`src/rtl/lsu_pkg.sv`:
```
// Shared constants, lane layout and state encoding for the LSU instruction sequencer.
// A context entry packs four lanes, lsu1 in the least significant INST_W bits.
package lsu_pkg;

   localparam int INST_W    = 18;
   localparam int NUM_LANES = 4;
   localparam int ENTRY_W   = NUM_LANES * INST_W;

   localparam logic [INST_W-1:0] NOP = 18'h0;

   localparam int LANE1_LSB = 0;
   localparam int LANE2_LSB = INST_W;
   localparam int LANE3_LSB = 2 * INST_W;
   localparam int LANE4_LSB = 3 * INST_W;

   typedef enum logic [0:0] {
      IDLE = 1'b0,
      RUN  = 1'b1
   } lsu_state_e;

   // Lane offset for an arbitrary instruction width; lane 0 is lsu1.
   function automatic int lane_lsb(input int lane, input int width);
      return lane * width;
   endfunction

endpackage

```
`src/rtl/lsu_ctx_mem.sv`:
```
// Context register file: one synchronous write port, one combinational read port.
// Contents are deliberately not reset so a configured program survives rst.
module lsu_ctx_mem #(
   parameter int DEPTH = 16,
   parameter int WIDTH = 72,
   localparam int AW   = $clog2(DEPTH)
) (
   input  logic             clk,
   input  logic             we,
   input  logic [AW-1:0]    waddr,
   input  logic [WIDTH-1:0] wdata,
   input  logic [AW-1:0]    raddr,
   output logic [WIDTH-1:0] rdata
);

   logic [WIDTH-1:0] mem [DEPTH];

   always_ff @(posedge clk) begin
      if (we) begin
         mem[waddr] <= wdata;
      end
   end

   assign rdata = mem[raddr];

endmodule

```
`src/rtl/lsu_inst_sequencer.sv`:
```
// Steps through context entries 0..last_pc for iter_count iterations, issuing one
// registered entry per cycle to the four LSUs, with stall hold and a done pulse.
module lsu_inst_sequencer
   import lsu_pkg::lsu_state_e, lsu_pkg::IDLE, lsu_pkg::RUN, lsu_pkg::lane_lsb;
#(
   parameter int CTX_DEPTH = 16,
   parameter int INST_W    = 18,
   parameter int ITER_W    = 16,
   localparam int PC_W     = $clog2(CTX_DEPTH)
) (
   input  logic                clk,
   input  logic                rst,
   input  logic                cfg_we,
   input  logic [PC_W-1:0]     cfg_addr,
   input  logic [4*INST_W-1:0] cfg_data,
   input  logic                start,
   input  logic [PC_W-1:0]     last_pc,
   input  logic [ITER_W-1:0]   iter_count,
   input  logic                stall,
   output logic [INST_W-1:0]   lsu1_inst,
   output logic [INST_W-1:0]   lsu2_inst,
   output logic [INST_W-1:0]   lsu3_inst,
   output logic [INST_W-1:0]   lsu4_inst,
   output logic                inst_valid,
   output logic                busy,
   output logic                done,
   output logic [PC_W-1:0]     cur_pc,
   output logic [ITER_W-1:0]   cur_iter
);

   localparam int ENTRY_W = 4 * INST_W;

   // Issue semantics: while inst_valid=1 the lanes, cur_pc and cur_iter describe one
   // live entry; the entry advances at a clock edge only if stall=0 at that edge.
   // busy mirrors the FSM state (1 = RUN) and serves as its observable debug view.
   lsu_state_e           state;
   logic [ENTRY_W-1:0]   entry_q;
   logic [ENTRY_W-1:0]   rd_data;
   logic [ENTRY_W-1:0]   first_entry;
   logic [PC_W-1:0]      pc_q;
   logic [PC_W-1:0]      last_pc_q;
   logic [PC_W-1:0]      rd_addr;
   logic [ITER_W-1:0]    iter_q;
   logic [ITER_W-1:0]    iter_cnt_q;
   logic                 valid_q;
   logic                 done_q;
   logic                 mem_we;
   logic                 at_last_pc;
   logic                 at_last_iter;

   assign mem_we       = cfg_we && !rst && (state == IDLE);
   assign at_last_pc   = (pc_q == last_pc_q);
   assign at_last_iter = (iter_q == iter_cnt_q - ITER_W'(1));

   lsu_ctx_mem #(
      .DEPTH (CTX_DEPTH),
      .WIDTH (ENTRY_W)
   ) u_ctx_mem (
      .clk   (clk),
      .we    (mem_we),
      .waddr (cfg_addr),
      .wdata (cfg_data),
      .raddr (rd_addr),
      .rdata (rd_data)
   );

   // In IDLE the read port points at entry 0 so a start can load it directly.
   always_comb begin
      rd_addr = '0;
      if (state == RUN && !at_last_pc) begin
         rd_addr = pc_q + PC_W'(1);
      end
   end

   // A write to entry 0 in the start cycle must be visible in the first issue.
   assign first_entry = (cfg_we && cfg_addr == '0) ? cfg_data : rd_data;

   always_ff @(posedge clk) begin
      if (rst) begin
         state      <= IDLE;
         entry_q    <= '0;
         valid_q    <= 1'b0;
         done_q     <= 1'b0;
         pc_q       <= '0;
         iter_q     <= '0;
         last_pc_q  <= '0;
         iter_cnt_q <= '0;
      end else begin
         done_q <= 1'b0;
         if (state == IDLE) begin
            if (start) begin
               last_pc_q  <= last_pc;
               iter_cnt_q <= iter_count;
               if (iter_count != '0) begin
                  state   <= RUN;
                  entry_q <= first_entry;
                  valid_q <= 1'b1;
                  pc_q    <= '0;
                  iter_q  <= '0;
               end else begin
                  done_q <= 1'b1;
               end
            end
         end else if (!stall) begin
            if (!at_last_pc) begin
               pc_q    <= pc_q + PC_W'(1);
               entry_q <= rd_data;
            end else if (!at_last_iter) begin
               pc_q    <= '0;
               iter_q  <= iter_q + ITER_W'(1);
               entry_q <= rd_data;
            end else begin
               state   <= IDLE;
               entry_q <= '0;
               valid_q <= 1'b0;
               pc_q    <= '0;
               iter_q  <= '0;
               done_q  <= 1'b1;
            end
         end
      end
   end

   assign lsu1_inst  = entry_q[lane_lsb(0, INST_W) +: INST_W];
   assign lsu2_inst  = entry_q[lane_lsb(1, INST_W) +: INST_W];
   assign lsu3_inst  = entry_q[lane_lsb(2, INST_W) +: INST_W];
   assign lsu4_inst  = entry_q[lane_lsb(3, INST_W) +: INST_W];
   assign inst_valid = valid_q;
   assign busy       = (state == RUN);
   assign done       = done_q;
   assign cur_pc     = pc_q;
   assign cur_iter   = iter_q;

endmodule

```
`config.mk`:
```
export PLATFORM = sky130hd
export DESIGN_NAME = lsu_inst_sequencer
export DESIGN_NICKNAME = d
export VERILOG_FILES = /design/src/rtl/lsu_pkg.sv /design/src/rtl/lsu_ctx_mem.sv /design/src/rtl/lsu_inst_sequencer.sv
export SDC_FILE = /design/constraint.sdc
export NUM_CORES = 2
export LEC_CHECK = 0
export CAP_MARGIN = 20
export CELL_PAD_IN_SITES_DETAIL_PLACEMENT = 2
export CELL_PAD_IN_SITES_GLOBAL_PLACEMENT = 2
export CORE_MARGIN = 2
export CORE_UTILIZATION = 45
export DETAILED_ROUTE_END_ITERATION = 6
export GPL_ROUTABILITY_DRIVEN = 0
export HOLD_SLACK_MARGIN = 0.03
export PLACE_DENSITY = 0.8
export SLEW_MARGIN = 20
export SYNTH_ARGS = -nofsm -noshare
export SYNTH_HDL_FRONTEND = slang
export SYNTH_SLANG_ARGS = --single-unit
```
`constraint.sdc`:
```
create_clock -name clk -period 11.2 [get_ports clk]
set_input_delay 1.12 -clock clk [delete_from_list [all_inputs] [get_ports clk]]
set_output_delay 1.12 -clock clk [all_outputs]
set_load 0.1 [all_outputs]
```
# Word-level counts from Yosys, hierarchy flattened
# Memories as Yosys holds them, arrays and structs flattened.
# Cells that the tools add are included.
# classes
n_addsub	3
n_eq_ne	5
n_mux	39
bitwise	1
n_reduce_logical	14
# op_table
cell	n
$mux W72	7
$mux W16	6
$mux W4	6
$mux W1	20
$add A16 B1 Y16 const B	1
$eq A16 B16 Y1	1
$reduce_bool A16 Y1	1
$sub A16 B1 Y16 const B	1
$reduce_and A5 Y1	1
$add A4 B1 Y4 const B	1
$eq A4 B4 Y1	1
$logic_and A1 B1 Y1	4
$logic_not A4 Y1	1
$ne A2 B1 Y1 const B	2
$reduce_and A4 Y1	1
$reduce_bool A2 Y1	2
$reduce_and A3 Y1	1
$logic_not A1 Y1	2
$ne A2 B2 Y1 const B	1
$reduce_and A2 Y1	1
$not A1 Y1	1
# word_totals
register_bits	115
ram_bits	1152
in_bits	101
word_cells	71
mem_count	1
# memory_table
memory	words	width	rd	rd_ports_with_merged_regs	wr	line	rtl
u_ctx_mem.mem	16	72	1	0	1	lsu_ctx_mem.sv:16	logic [WIDTH-1:0] mem [DEPTH];

# Logic depth before layout (Yosys ltp)
# An unclocked memory read counts as a cell.
# depth
ltp_word	9
depth_mapped	12
ltp_nobuf	10

# Modules after synthesis
# Synthesis repeated with hierarchy kept, for this count alone.
# unflattened
cells_unflattened	2666
area_unflattened_um2	50179.4
# modules_own_cells
module	instances	cells_each	area_per_inst_um2
lsu_ctx_mem	1	1778	43108.8
lsu_inst_sequencer	1	888	7070.5

# Worst setup path after synthesis
# OpenSTA, ideal clock, no wires.
# synth_timing
path_type	input -> register
start	in rst
end	mem u_ctx_mem.mem[0][0], enable pin
setup_time_ns	0.503
arrival_time_ns	4.979
setup_slack_ns	5.719
path_stages	4
n_path_buf	1
path_cell_list	clkbuf_1 or2_2 or3_1 nor2_1
# synth_via
elab_chain_len	5
# synth_rtl
element	line	rtl
from (decl)	lsu_inst_sequencer.sv:12	input logic rst,
$logic_not A1 Y1	lsu_inst_sequencer.sv:51	assign mem_we = cfg_we && !rst && (state == IDLE);
$logic_and A1 B1 Y1 (2 in a row)	lsu_inst_sequencer.sv:51	
$mux W1	lsu_ctx_mem.sv:19	if (we) begin
$mux W1 (not written as such)	lsu_ctx_mem.sv:20	mem[waddr] <= wdata;
to (decl)	lsu_ctx_mem.sv:16	
# No other way between the ends.

# Worst setup path in the final report
# layout_timing
start	reg pc_q[3] (netlist: cur_pc[3])
end	reg entry_q[55]
# layout_via
elab_chain_len	9
# layout_rtl
element	line	rtl
from (decl)	lsu_inst_sequencer.sv:40	logic [PC_W-1:0] pc_q;
from (signal assigned)	lsu_inst_sequencer.sv:106	pc_q <= pc_q + PC_W'(1);
branches (longest 8 deep; another with $mem_v2 Z16 W72)	--	
$mux W72 *	lsu_inst_sequencer.sv:90	if (state == IDLE) begin
to (signal assigned)	lsu_inst_sequencer.sv:96	entry_q <= first_entry;
to (signal assigned)	lsu_inst_sequencer.sv:107	entry_q <= rd_data;
to (signal assigned)	lsu_inst_sequencer.sv:111	entry_q <= rd_data;
to (decl)	lsu_inst_sequencer.sv:37	logic [ENTRY_W-1:0] entry_q;
# Every way passes the cells marked *. The select of a mux whose other input is x is not followed.
# A chain may end at the register's enable or synchronous reset.

==> reports/qor.yml <==
finalCritPeriodShare_pct: 49.66
area_growth_pct: 15.89
track_usage_pct: 34.71
layout-drive-gt1-share_pct: 7.201
synth_edf_count: 1152
nFillCells: 10210
ctsResizeCount: 0
avgSynthCellArea_um2: 12.95
synth.distinct_cells: 55
start_util_pct: 45.27
first_iter_violations: 3810
wire_per_inst_um: 35.54
multi_input_area_um2: 11970
ir_drop_v: 0.0001464
yosysMostFrequentCell: "edfxtp_1"
antenna_found_initial: 11
synthFlopType: "edfxtp_1"
cts_made_buffers: 137
setup-tns-final_ps: 0
vias: 36440
synth_top_area_share_pct: 69.24
synth_warnings: 0
cts.sinks: 1267
clock_latency_ps: 770
nNetsFinal: 4076
synth_common_cells: "edfxtp_1 (1,152), nand2_1 (648), a21oi_1 (455), clkbuf_1 (268), nor2_1 (175)"
dp_worst_setup_slack_ps: 5922
htree_levels: 4
grt_pass1_wl_mm: 284.4
end_kind: "register"
yosys.area.top_type: "edfxtp_1"
startpoint_type: "register"
die-area_um2: 113700
cellLeakagePower_nw: 19.18
path_max_fanout: 64
synth_cells: 3858
pin_count: 196
cts.clk_slew.worst_paths_ps: 60
ys_seq_elements: 1267
power.density_nw_per_um2: 183.3
syn_nets: 3962
criticalPathCategory: "register to register"
worst_ep_arrival_time_ps: 6190
grt_pass1_vias: 40120
fin_ws_ps: 5638
min_delay_path_depth: 2
yosysSeqAreaShare_pct: 73.85
async_reset_ff_share_pct: 0
die_h_um: 337.2
grt_max_degree: 173
dpl.cell_count: 5320
drc_errors: 0
final_cells: 5581
grt_overflow_total: 0
cts_root_buffer: "clkbuf_16"
finClkSkew_ps: 42.94
status: "completed"
drv_cap: 0
core_um2: 110400
final-hold-violation-count: 0
postRouteAntennaNets: 0
post_cts_buffers: 0
slew_viol_final: 0
numPortBuffers: 195
period_needed_ps: 5562
cts_tree: "yes"
rsz0062_at_grt: "no"
dp_hpwl_mm: 98.70
netlist_area_um2: 49960
tightestPinTransition_ps: 1265
register_area_um2: 36900
crit_required_ps: 11830
avgViaCountPerCell: 6.529
num_rows: 122
synthTopCellsByArea: "edfxtp_1 (69%), nand2_1 (4.9%), dfxtp_1 (4.6%), a21oi_1 (4.6%), clkbuf_1 (2.0%)"
hold_path_class: "register to register"
max_slew_margin_pct: 15.70
reg2reg_depth: 10
cts_hold_buf: 0
fmax_mhz: 179.8
wirelength_mm: 198.3
die_x_um: 337.2
setup_viol: 0
cts_buffer_depth: 3
firstDrtPassIters: 5
-- report_power, final --
group | internal, mW | leakage (nW) | switching (mW)
sequential | 5.21 | 11.3 | 0.0562
clock | 2.57 | 2.13 | 1.97
combinational | 0.193 | 5.73 | 0.601
-- cell families after synthesis --
logic type,Yosys count,synth area share (%)
mux,7,0.1428
flops,1267,73.85
buf+inv,360,2.720
xor+xnor,43,0.7539
fa+ha+maj,3,0.07514
simple gates,1124,9.750
compound gates,1054,12.71
-- final timing paths --
| kind | startpoint | endpoint | slack [ps] |
|---|---|---|---|
| worst max-delay path | cur_pc[3] | entry_q[55] | 5640 |
| worst min register to register | last_pc_q[2] | last_pc_q[2] | 480 |
| worst min-delay path | last_pc_q[2] | last_pc_q[2] | 480 |
| worst max register to register | cur_pc[3] | entry_q[55] | 5640 |
-- cell usage in the layout, fill, tap and decap left out, types with 4 or more instances in the layout --
master and count:
a211oi_1 72, a21oi_1 455, and3_1 6, buf_12 5, buf_4 58, bufinv_16 6
clkbuf_1 44, clkbuf_16 140, clkbuf_8 19, clkdlybuf4s50_1 194, clkinv_1 19, clkinv_2 13
dfxtp_1 114, diode_2 10, edfxtp_1 1152, inv_1 75, inv_6 6, mux2i_1 6
nand2_1 647, nand3_1 11, nand3_4 4, nand4_1 5, nor2_1 158, nor2_4 17
nor3_1 163, nor4_1 9, o211ai_1 72, o21a_1 71, o21ai_0 147, o221ai_1 71
o22ai_1 142, or4_1 80, xnor2_1 22, xor2_1 21
-- worst max-delay path, stage by stage (launching register included) --
cell and delay [ps]:
dfxtp_1 540, xor2_1 310, nor4b_1 750, o32a_2 670, buf_4 870, buf_4 900, o221ai_1 340, o21a_1 190
o22ai_1 210, o211ai_1 150, a211oi_1 410
-- through the flow --
stage / power (mW) / util [%] / cell area [um2] / hold slack [ps]
after floorplan: 5.794 / - / 49960 / 447.8
after global placement: 6.087 / 48.46 / 53490 / 467.5
after detailed placement: 6.135 / 48.46 / 53490 / 477.7
after CTS: 10.64 / 52.40 / 57830 / 492.1
after global routing: 10.82 / 52.45 / 57890 / 515.5
final: 10.61 / 52.46 / 57890 / 482.1
-- flip-flops by register name, indices dropped and copies added, names as in the netlist --
signal / flops
iter_cnt_q: 16
last_pc_q: 4
cur_pc: 4
inst_valid: 1
done: 1
cur_iter: 16
entry_q: 72
u_ctx_mem.mem: 1152
busy: 1
-- per-layer routing --
metal  wire (um)  vias to the layer above  global-route usage, %
li1            -                    14740                      -
met1       73210                    19080                  41.63
met2      101000                     2014                  59.88
met3       14370                      602                  6.063
met4        9732                        6                  18.22
met5          37                        -                      0
-- final cells by class --
type / instances / share of cell area, %
flip-flops and latches: 1267 / 63.74
inverters: 76 / 0.5057
repair buffers: 259 / 4.318
multi-input cells: 2231 / 20.67
clock buffers: 203 / 6.788
clock inverters: 47 / 0.7218
well taps: 1488 / 3.216
diodes: 10 / 0.04322
Note: power is estimated with default switching activity, not from simulation.
